<file path="src/rtl/conv_window_addr_gen.sv">
// Sliding-window address generator: walks oy, ox, ky, kx and streams image,
// kernel and output-pixel addresses over a valid/ready port, start/done framed.
//
// Ports:
//   clk, rst                  clock, synchronous active-high reset
//   start                     begin a frame pass (sampled in IDLE only)
//   busy                      frame in progress
//   done                      one-cycle pulse after the final beat handshake
//   addr_valid, addr_ready    output beat handshake
//   im_addr                   image pixel address
//   k_addr                    kernel coefficient address
//   filt_addr                 output pixel address
//   win_first, win_last       first / last beat of a window
module conv_window_addr_gen #(
  parameter int IMG_W    = 256,
  parameter int IMG_H    = 256,
  parameter int KER_SIZE = 3,
  parameter int STRIDE   = 1,
  parameter int ADDR_W   = 16
) (
  input  logic              clk,
  input  logic              rst,
  input  logic              start,
  output logic              busy,
  output logic              done,
  output logic              addr_valid,
  input  logic              addr_ready,
  output logic [ADDR_W-1:0] im_addr,
  output logic [ADDR_W-1:0] k_addr,
  output logic [ADDR_W-1:0] filt_addr,
  output logic              win_first,
  output logic              win_last
);

  typedef enum logic [1:0] {
    S_IDLE,
    S_RUN,
    S_DONE
  } state_t;

  localparam int OUT_W = (IMG_W - KER_SIZE) / STRIDE + 1;
  localparam int OUT_H = (IMG_H - KER_SIZE) / STRIDE + 1;

  localparam logic [ADDR_W-1:0] K_LAST  = ADDR_W'(KER_SIZE - 1);
  localparam logic [ADDR_W-1:0] OW_LAST = ADDR_W'(OUT_W - 1);
  localparam logic [ADDR_W-1:0] OH_LAST = ADDR_W'(OUT_H - 1);

  // Constant strides between successive kernel rows, windows and window rows.
  localparam logic [ADDR_W-1:0] ROW_STEP  = ADDR_W'(IMG_W);
  localparam logic [ADDR_W-1:0] WIN_STEP  = ADDR_W'(STRIDE);
  localparam logic [ADDR_W-1:0] LINE_STEP = ADDR_W'(STRIDE * IMG_W);

  state_t state_q, state_d;

  logic [ADDR_W-1:0] kx_q, kx_d;
  logic [ADDR_W-1:0] ky_q, ky_d;
  logic [ADDR_W-1:0] ox_q, ox_d;
  logic [ADDR_W-1:0] oy_q, oy_d;

  // row: start of current kernel row; win: window origin; line: row of windows.
  logic [ADDR_W-1:0] row_q, row_d;
  logic [ADDR_W-1:0] win_q, win_d;
  logic [ADDR_W-1:0] line_q, line_d;

  logic [ADDR_W-1:0] im_q, im_d;
  logic [ADDR_W-1:0] k_q, k_d;
  logic [ADDR_W-1:0] filt_q, filt_d;

  logic valid_q, valid_d;
  logic busy_q, busy_d;
  logic done_q, done_d;
  logic first_q, first_d;
  logic last_q, last_d;

  logic kx_end, ky_end, ox_end, oy_end, win_end;
  logic step_kx, step_ky, step_ox, step_oy, frame_end;

  assign kx_end  = (kx_q == K_LAST);
  assign ky_end  = (ky_q == K_LAST);
  assign ox_end  = (ox_q == OW_LAST);
  assign oy_end  = (oy_q == OH_LAST);
  assign win_end = kx_end && ky_end;

  // Mutually exclusive advance cases, innermost loop first.
  assign step_kx   = !kx_end;
  assign step_ky   = kx_end && !ky_end;
  assign step_ox   = win_end && !ox_end;
  assign step_oy   = win_end && ox_end && !oy_end;
  assign frame_end = win_end && ox_end && oy_end;

  always_comb begin
    state_d = state_q;
    kx_d    = kx_q;
    ky_d    = ky_q;
    ox_d    = ox_q;
    oy_d    = oy_q;
    row_d   = row_q;
    win_d   = win_q;
    line_d  = line_q;
    im_d    = im_q;
    k_d     = k_q;
    filt_d  = filt_q;
    valid_d = valid_q;
    busy_d  = busy_q;
    done_d  = 1'b0;
    first_d = 1'b0;
    last_d  = 1'b0;

    unique case (state_q)
      S_IDLE: begin
        if (start) begin
          state_d = S_RUN;
          kx_d    = '0;
          ky_d    = '0;
          ox_d    = '0;
          oy_d    = '0;
          row_d   = '0;
          win_d   = '0;
          line_d  = '0;
          im_d    = '0;
          k_d     = '0;
          filt_d  = '0;
          valid_d = 1'b1;
          busy_d  = 1'b1;
        end
      end
      S_RUN: begin
        if (addr_ready) begin
          unique case (1'b1)
            step_kx: begin
              kx_d = kx_q + 1'b1;
              im_d = im_q + 1'b1;
              k_d  = k_q + 1'b1;
            end
            step_ky: begin
              kx_d  = '0;
              ky_d  = ky_q + 1'b1;
              row_d = row_q + ROW_STEP;
              im_d  = row_q + ROW_STEP;
              k_d   = k_q + 1'b1;
            end
            step_ox: begin
              kx_d   = '0;
              ky_d   = '0;
              ox_d   = ox_q + 1'b1;
              win_d  = win_q + WIN_STEP;
              row_d  = win_q + WIN_STEP;
              im_d   = win_q + WIN_STEP;
              k_d    = '0;
              filt_d = filt_q + 1'b1;
            end
            step_oy: begin
              kx_d   = '0;
              ky_d   = '0;
              ox_d   = '0;
              oy_d   = oy_q + 1'b1;
              line_d = line_q + LINE_STEP;
              win_d  = line_q + LINE_STEP;
              row_d  = line_q + LINE_STEP;
              im_d   = line_q + LINE_STEP;
              k_d    = '0;
              filt_d = filt_q + 1'b1;
            end
            frame_end: begin
              state_d = S_DONE;
              valid_d = 1'b0;
              busy_d  = 1'b0;
              done_d  = 1'b1;
              im_d    = '0;
              k_d     = '0;
              filt_d  = '0;
            end
            default: begin
              state_d = S_IDLE;
            end
          endcase
        end
      end
      S_DONE: begin
        state_d = S_IDLE;
      end
      default: begin
        state_d = S_IDLE;
      end
    endcase

    // Flags follow the registered loop indices of the beat being presented.
    if (state_d == S_RUN) begin
      first_d = (kx_d == '0) && (ky_d == '0);
      last_d  = (kx_d == K_LAST) && (ky_d == K_LAST);
    end
  end

  always_ff @(posedge clk) begin
    if (rst) begin
      state_q <= S_IDLE;
      kx_q    <= '0;
      ky_q    <= '0;
      ox_q    <= '0;
      oy_q    <= '0;
      row_q   <= '0;
      win_q   <= '0;
      line_q  <= '0;
      im_q    <= '0;
      k_q     <= '0;
      filt_q  <= '0;
      valid_q <= 1'b0;
      busy_q  <= 1'b0;
      done_q  <= 1'b0;
      first_q <= 1'b0;
      last_q  <= 1'b0;
    end else begin
      state_q <= state_d;
      kx_q    <= kx_d;
      ky_q    <= ky_d;
      ox_q    <= ox_d;
      oy_q    <= oy_d;
      row_q   <= row_d;
      win_q   <= win_d;
      line_q  <= line_d;
      im_q    <= im_d;
      k_q     <= k_d;
      filt_q  <= filt_d;
      valid_q <= valid_d;
      busy_q  <= busy_d;
      done_q  <= done_d;
      first_q <= first_d;
      last_q  <= last_d;
    end
  end

  assign busy       = busy_q;
  assign done       = done_q;
  assign addr_valid = valid_q;
  assign im_addr    = im_q;
  assign k_addr     = k_q;
  assign filt_addr  = filt_q;
  assign win_first  = first_q;
  assign win_last   = last_q;

endmodule

</file>
<file path="config.mk">
export PLATFORM = sky130hd
export DESIGN_NAME = conv_window_addr_gen
export DESIGN_NICKNAME = d
export VERILOG_FILES = /design/src/rtl/conv_window_addr_gen.sv
export SDC_FILE = /design/constraint.sdc
export NUM_CORES = 1
export LEC_CHECK = 0
export BUFFER_PORTS_ARGS = -buffer_cell sky130_fd_sc_hd__buf_2
export CAP_MARGIN = 20
export CORE_MARGIN = 2
export CORE_UTILIZATION = 57
export CTS_BUF_LIST = sky130_fd_sc_hd__clkbuf_8
export DETAILED_ROUTE_END_ITERATION = 7
export GPL_TIMING_DRIVEN = 0
export PLACE_DENSITY_LB_ADDON = 0.1
export SYNTH_ARGS = -nofsm -noshare
export SYNTH_HDL_FRONTEND = slang
export SYNTH_SLANG_ARGS = --single-unit
export TNS_END_PERCENT = 20
</file>
<file path="constraint.sdc">
create_clock -name clk -period 2.7 [get_ports clk]
set_input_delay 0.135 -clock clk [delete_from_list [all_inputs] [get_ports clk]]
set_output_delay 0.135 -clock clk [all_outputs]
set_load 0.01 [all_outputs]
</file>
# == Word-level counts from Yosys, hierarchy flattened ==
# Index checks and enable logic that the tools add are counted.
# totals
regBits,166
out_inout_bits,53
wordCells,117
mem_bits_rw,0
latchBits,0
memories,0
input_bits,4
romBits,0
# classes
n_eq_ne,17
add_sub_neg,10
n_div,0
mux,42
magnitude_cmp,0
n_reduce_logical,30
mul,0
n_shift,0
n_bitwise,3
# op_table
op,n
16-bit one-hot mux with 2 select lines,16
16-bit 2-to-1 mux,15
"16-bit by 1-bit adder with 16-bit output, second input constant",8
16-bit one-hot mux with 5 select lines,1
"16-bit by 2-bit equality test with 1-bit output, second input constant",4
16-bit one-hot mux with 3 select lines,1
"16-bit by 9-bit adder with 16-bit output, second input constant",2
"16-bit by 8-bit equality test with 1-bit output, second input constant",2
16-bit zero test,2
4-bit AND reduction,7
"3-bit inequality test, second input constant",3
3-bit OR reduction,3
1-bit logical AND,8
"2-bit inequality test, second input constant",4
2-bit one-hot mux with 2 select lines,2
"6-bit inequality test, second input constant",1
2-bit OR reduction,3
"2-bit by 1-bit equality test with 1-bit output, second input constant",2
1-bit zero test,4
1-bit 2-to-1 mux,4
2-bit 2-to-1 mux,2
"4-bit inequality test, second input constant",1
4-bit OR reduction,1
1-bit NOT,3
other kinds (3),3

# == Logic depth before layout (Yosys ltp) ==
# depth
depth_word,11
mapped_depth,12
depth_no_buf,10

# == Worst setup path before layout ==
# OpenSTA, ideal clock, no wires.
# synth_timing
path_kind,register -> register
from,register ky_q[1]
to,register last_q (netlist: win_last)
arrival_ps,2793
setup_ps,61
t_required_ps,2639
period_less_slack_ps,2854
path_buffers,1
stages_incl_launch_ff,11
setup_slack_ps,-154
path_cell_list,dfxtp_1 ha_1 or4b_2 or4_1 buf_6 nand3_4 o2111ai_1 nor4b_2 o2111ai_1 nor4_1 and4bb_1
# synth_between
elab_chain_len,11
word_cells_on_any_way,28
classes_between,1 x add/sub; 4 x eq/ne; 10 x mux; 1 x bitwise; 12 x reduce/logical
# synth_rtl
element,line,text
start: declaration,56,"logic [ADDR_W-1:0] ky_q, ky_d;"
start signal: assignment,215,ky_q <= ky_d;
branches (longest 11 deep; another with 16-bit by 1-bit adder with 16-bit output),--,
end signal: assignment,228,last_q <= last_d;
end: declaration,73,"logic last_q, last_d;"
# Parallel ways; which one is timed is not known.
# A chain may end at the register's enable or synchronous reset.

# == Final worst setup path ==
# layout_timing
from,register kx_q[4]
to,register oy_q[7]
# layout_between
elab_chain_len,6
# layout_rtl
element,line,text
start: declaration,55,"logic [ADDR_W-1:0] kx_q, kx_d;"
start signal: assignment,214,kx_q <= kx_d;
16-bit by 2-bit equality test with 1-bit output,78,assign kx_end = (kx_q == K_LAST);
1-bit logical AND,82,assign win_end = kx_end && ky_end;
1-bit logical AND (2 in series),88,assign step_oy = win_end && ox_end && !oy_end;
2-bit inequality test (no line),--,
4-bit AND reduction (no line),--,
end signal: assignment,217,oy_q <= oy_d;
end: declaration,58,"logic [ADDR_W-1:0] oy_q, oy_d;"
# Every way passes these cells.

==> reports/metrics.cfg <==
[sta]
relSlewSlack = 0.390
setup-violations-final = 27
worst_slack_ns = -0.101
worstMarginPinSlew_ns = 0.912
fmax_mhz = 357
rsz0062_at_grt = yes
fin_crit_ns = 2.80
fin_skew_ns = 0.0119
hold_viol = 0
final_max_slew_viol_count = 0
setup_tns_ns = -0.929
period_share = 1.04

[placement]
port_buffers = 55
gp_congestion = 0.964
dpl_cell_area_um2 = 9370
hpwl_um = 17800

[critical_path]
path_class = reg -> reg
path_buf_inv = 2
arrival_ns = 3.16
endpoint_kind = register
crit_family = simple AND/OR/NAND/NOR gates
slowest_stage = or4_4
worstPathCellList = or4_4, nor4_4, buf_4, nand4b_1, buf_6, a21o_4, nor3_4, nand4_1, xor2_1, nor2_1
crit_required_ns = 3.06
critPathLaunchType = register
cpPeakStageDelay_ns = 0.52
cp_max_fo = 10

[detailed_routing]
drt-pass1-iter-count = 5
viasPerCell = 6.28
wl_per_cell_um = 18.5
drt_wl_total_um = 27000
ant_nets = 0
vias = 9151
drc = 0
drt_iter0_markers = 1053

[power_and_ir_drop]
intPower_w = 0.00342
p_sw_frac = 0.262
vdd.ir_drop.worst_mv = 0.479
power_switching_w = 0.00121
p_clk_frac = 0.413
pwr-share-seq = 0.508
power_frac_comb = 0.079
p_leak_nw = 4.13
p_per_area_nw_per_um2 = 426
p_total_w = 0.00464

[global_route]
antenna_found_initial = 0
grt_pass1_vias = 8213
grt_overflow = 0
grt_first_pass_wirelength_um = 41600
grt.total_usage = 0.318
grt_max_degree = 17

[logic_synthesis]
synth_flop_cell = dfxtp_1
synth.area.top_cells = dfxtp_1 (36%), nor2_1 (6.3%), nand2_1 (5.3%)
avgSynthCellArea_um2 = 7.75
syn-num-nets = 1153
async_reset_ff_frac = 0
ys_ff_latch = 158
syn_inst = 1135
ys_seq_area_frac = 0.359
synth_top_cell_by_area = dfxtp_1
yosys_warnings = 0
yosysTopAreaCellShare = 0.359
synth_most_common_cell = dfxtp_1
netlist_area_um2 = 8800
synth_common_cells = dfxtp_1 (158), nor2_1 (147), nand2_1 (125), a21oi_1 (76), nand3_1 (61)
synth_edf_count = 0
synth_cell_types = 77

[outcome]
violations = negative setup slack
status = finished with violations

[flow_run]
drv_cap = 0

[finish]
fin_nets = 1275
area_delta_synth_final_pct = 23.7
design_area_um2 = 10900
diodes = 0
drive_gt1_frac = 0.239

[clock_tree]
clk_pin_slew_worst_paths_ns = 0.08
htreeDepth = 4
numCtsBuffers = 17
holdBufCountCts = 0
tritoncts = yes
cts.sinks = 158
clkLatencyLatePin_ns = 0.48
root_buffer = clkbuf_8
clockBufferDepth = 2

[die]
dieHeight_um = 128
die_area_um2 = 16500
core-area_um2 = 15100
dieWidth_um = 128
ios = 57
start_util = 0.581
rows = 45

[hold_path]
hold_path.class = in -> reg

[area by class of cell]
cell class                      count  area (um^2)
Fill cell                        1184         4260
Sequential cell                   158         3200
Tap cell                          188          235
Clock buffer                       19          262
Multi-Input combinational cell    897         5890
Inverter                           15         56.3
Timing Repair Buffer              119          795
Clock inverter                     13          163
Buffer                             49          284
[layout by cell type, fill, tap and decap left out, drive strengths merged, types with 14 or more instances in the layout]
cell type  instances
nand3             62
nand2            125
nor3              26
xor2              51
a21oi             77
o21ai             69
or3               16
dfxtp            158
nor4              21
ha                14
buf              131
inv               19
nand4             39
xnor2             38
and3              30
nor2             148
clkbuf            56
[per-layer routing]
| metal | up-vias | track usage | part of all wire |
|---|---|---|---|
| met5 | - | 0 | 0 |
| met4 | 0 | 0.142 | 0.040 |
| met3 | 101 | 0.0705 | 0.078 |
| met2 | 422 | 0.494 | 0.46 |
| met1 | 4280 | 0.423 | 0.42 |
| li1 | 4348 | - | - |
[state kept, by name (all words and copies together) (netlist names)]
register,flops
ky_q,16
done,1
filt_addr,16
im_addr,16
kx_q,16
k_addr,16
line_q,8
win_q,16
row_q,16
win_last,1
state_q,2
win_first,1
ox_q,16
oy_q,16
busy,1
[path summary, 6_finish.rpt]
| kind | start | endpoint | slack (ns) | depth (start not counted) |
|---|---|---|---|---|
| worst max-delay path | kx_q[4] | oy_q[7] | -0.10 | 10 |
| worst min-delay path | start | ky_q[7] | 0.32 | 6 |
| worst max register to register | kx_q[4] | oy_q[7] | -0.10 | 10 |
| worst min register to register | row_q[1] | row_q[1] | 0.45 | 2 |
[per-stage QoR]
stage | utilization | std cells | hold WS [ns] | setup slack, ns
6_report | 0.719 | 1458 | 0.322 | -0.101
5_1_grt | 0.719 | 1458 | 0.282 | -0.222
4_1_cts | 0.679 | 1432 | 0.272 | -0.173
3_5_place_dp | 0.619 | 1379 | 0.437 | -0.792
3_3_place_gp | 0.618 | 1378 | 0.432 | -1.21
2_1_floorplan | - | 1135 | 0.416 | -0.0951
[power by group through the flow]
stage / Combinational, W / Sequential [W] / Clock (W)
after floorplan: 0.000177 / 0.00241 / 0
after global placement: 0.000279 / 0.00241 / 0
after detailed placement: 0.000280 / 0.00241 / 0
after CTS: 0.000311 / 0.00236 / 0.00192
after global routing: 0.000386 / 0.00236 / 0.00204
final: 0.000365 / 0.00235 / 0.00192
[worst reg2reg max path: cells and delay by family (launching register included)]
kind / cells / cell delay, ns
simple gates: 6 / 1.48
flops: 1 / 0.45
buf+inv: 2 / 0.38
compound gates: 1 / 0.24
xor+xnor: 1 / 0.16
[kinds of logic (layout without fill, tap and decap cells)]
family                   after synthesis  count (layout)  share of synthesized area
buffers and inverters                 80             215                     0.0378
multiplexers                           3               3                    0.00341
flip-flops                           158             158                      0.359
XOR/XNOR                              89              89                     0.0886
adder cells (fa/ha/maj)               14              14                     0.0199
AO/OA/AOI/OAI                        240             240                      0.169
AND/OR/NAND/NOR                      551             551                      0.322
[repair_timing]
item | CTS | global route
buffers inserted | 32 | 30
gates cloned | 0 | 1
pin swaps | 31 | 47
endpoints found under the setup margin | 144 | 115
gates resized for setup | 78 | 123
(Power assumes the default switching activity.)
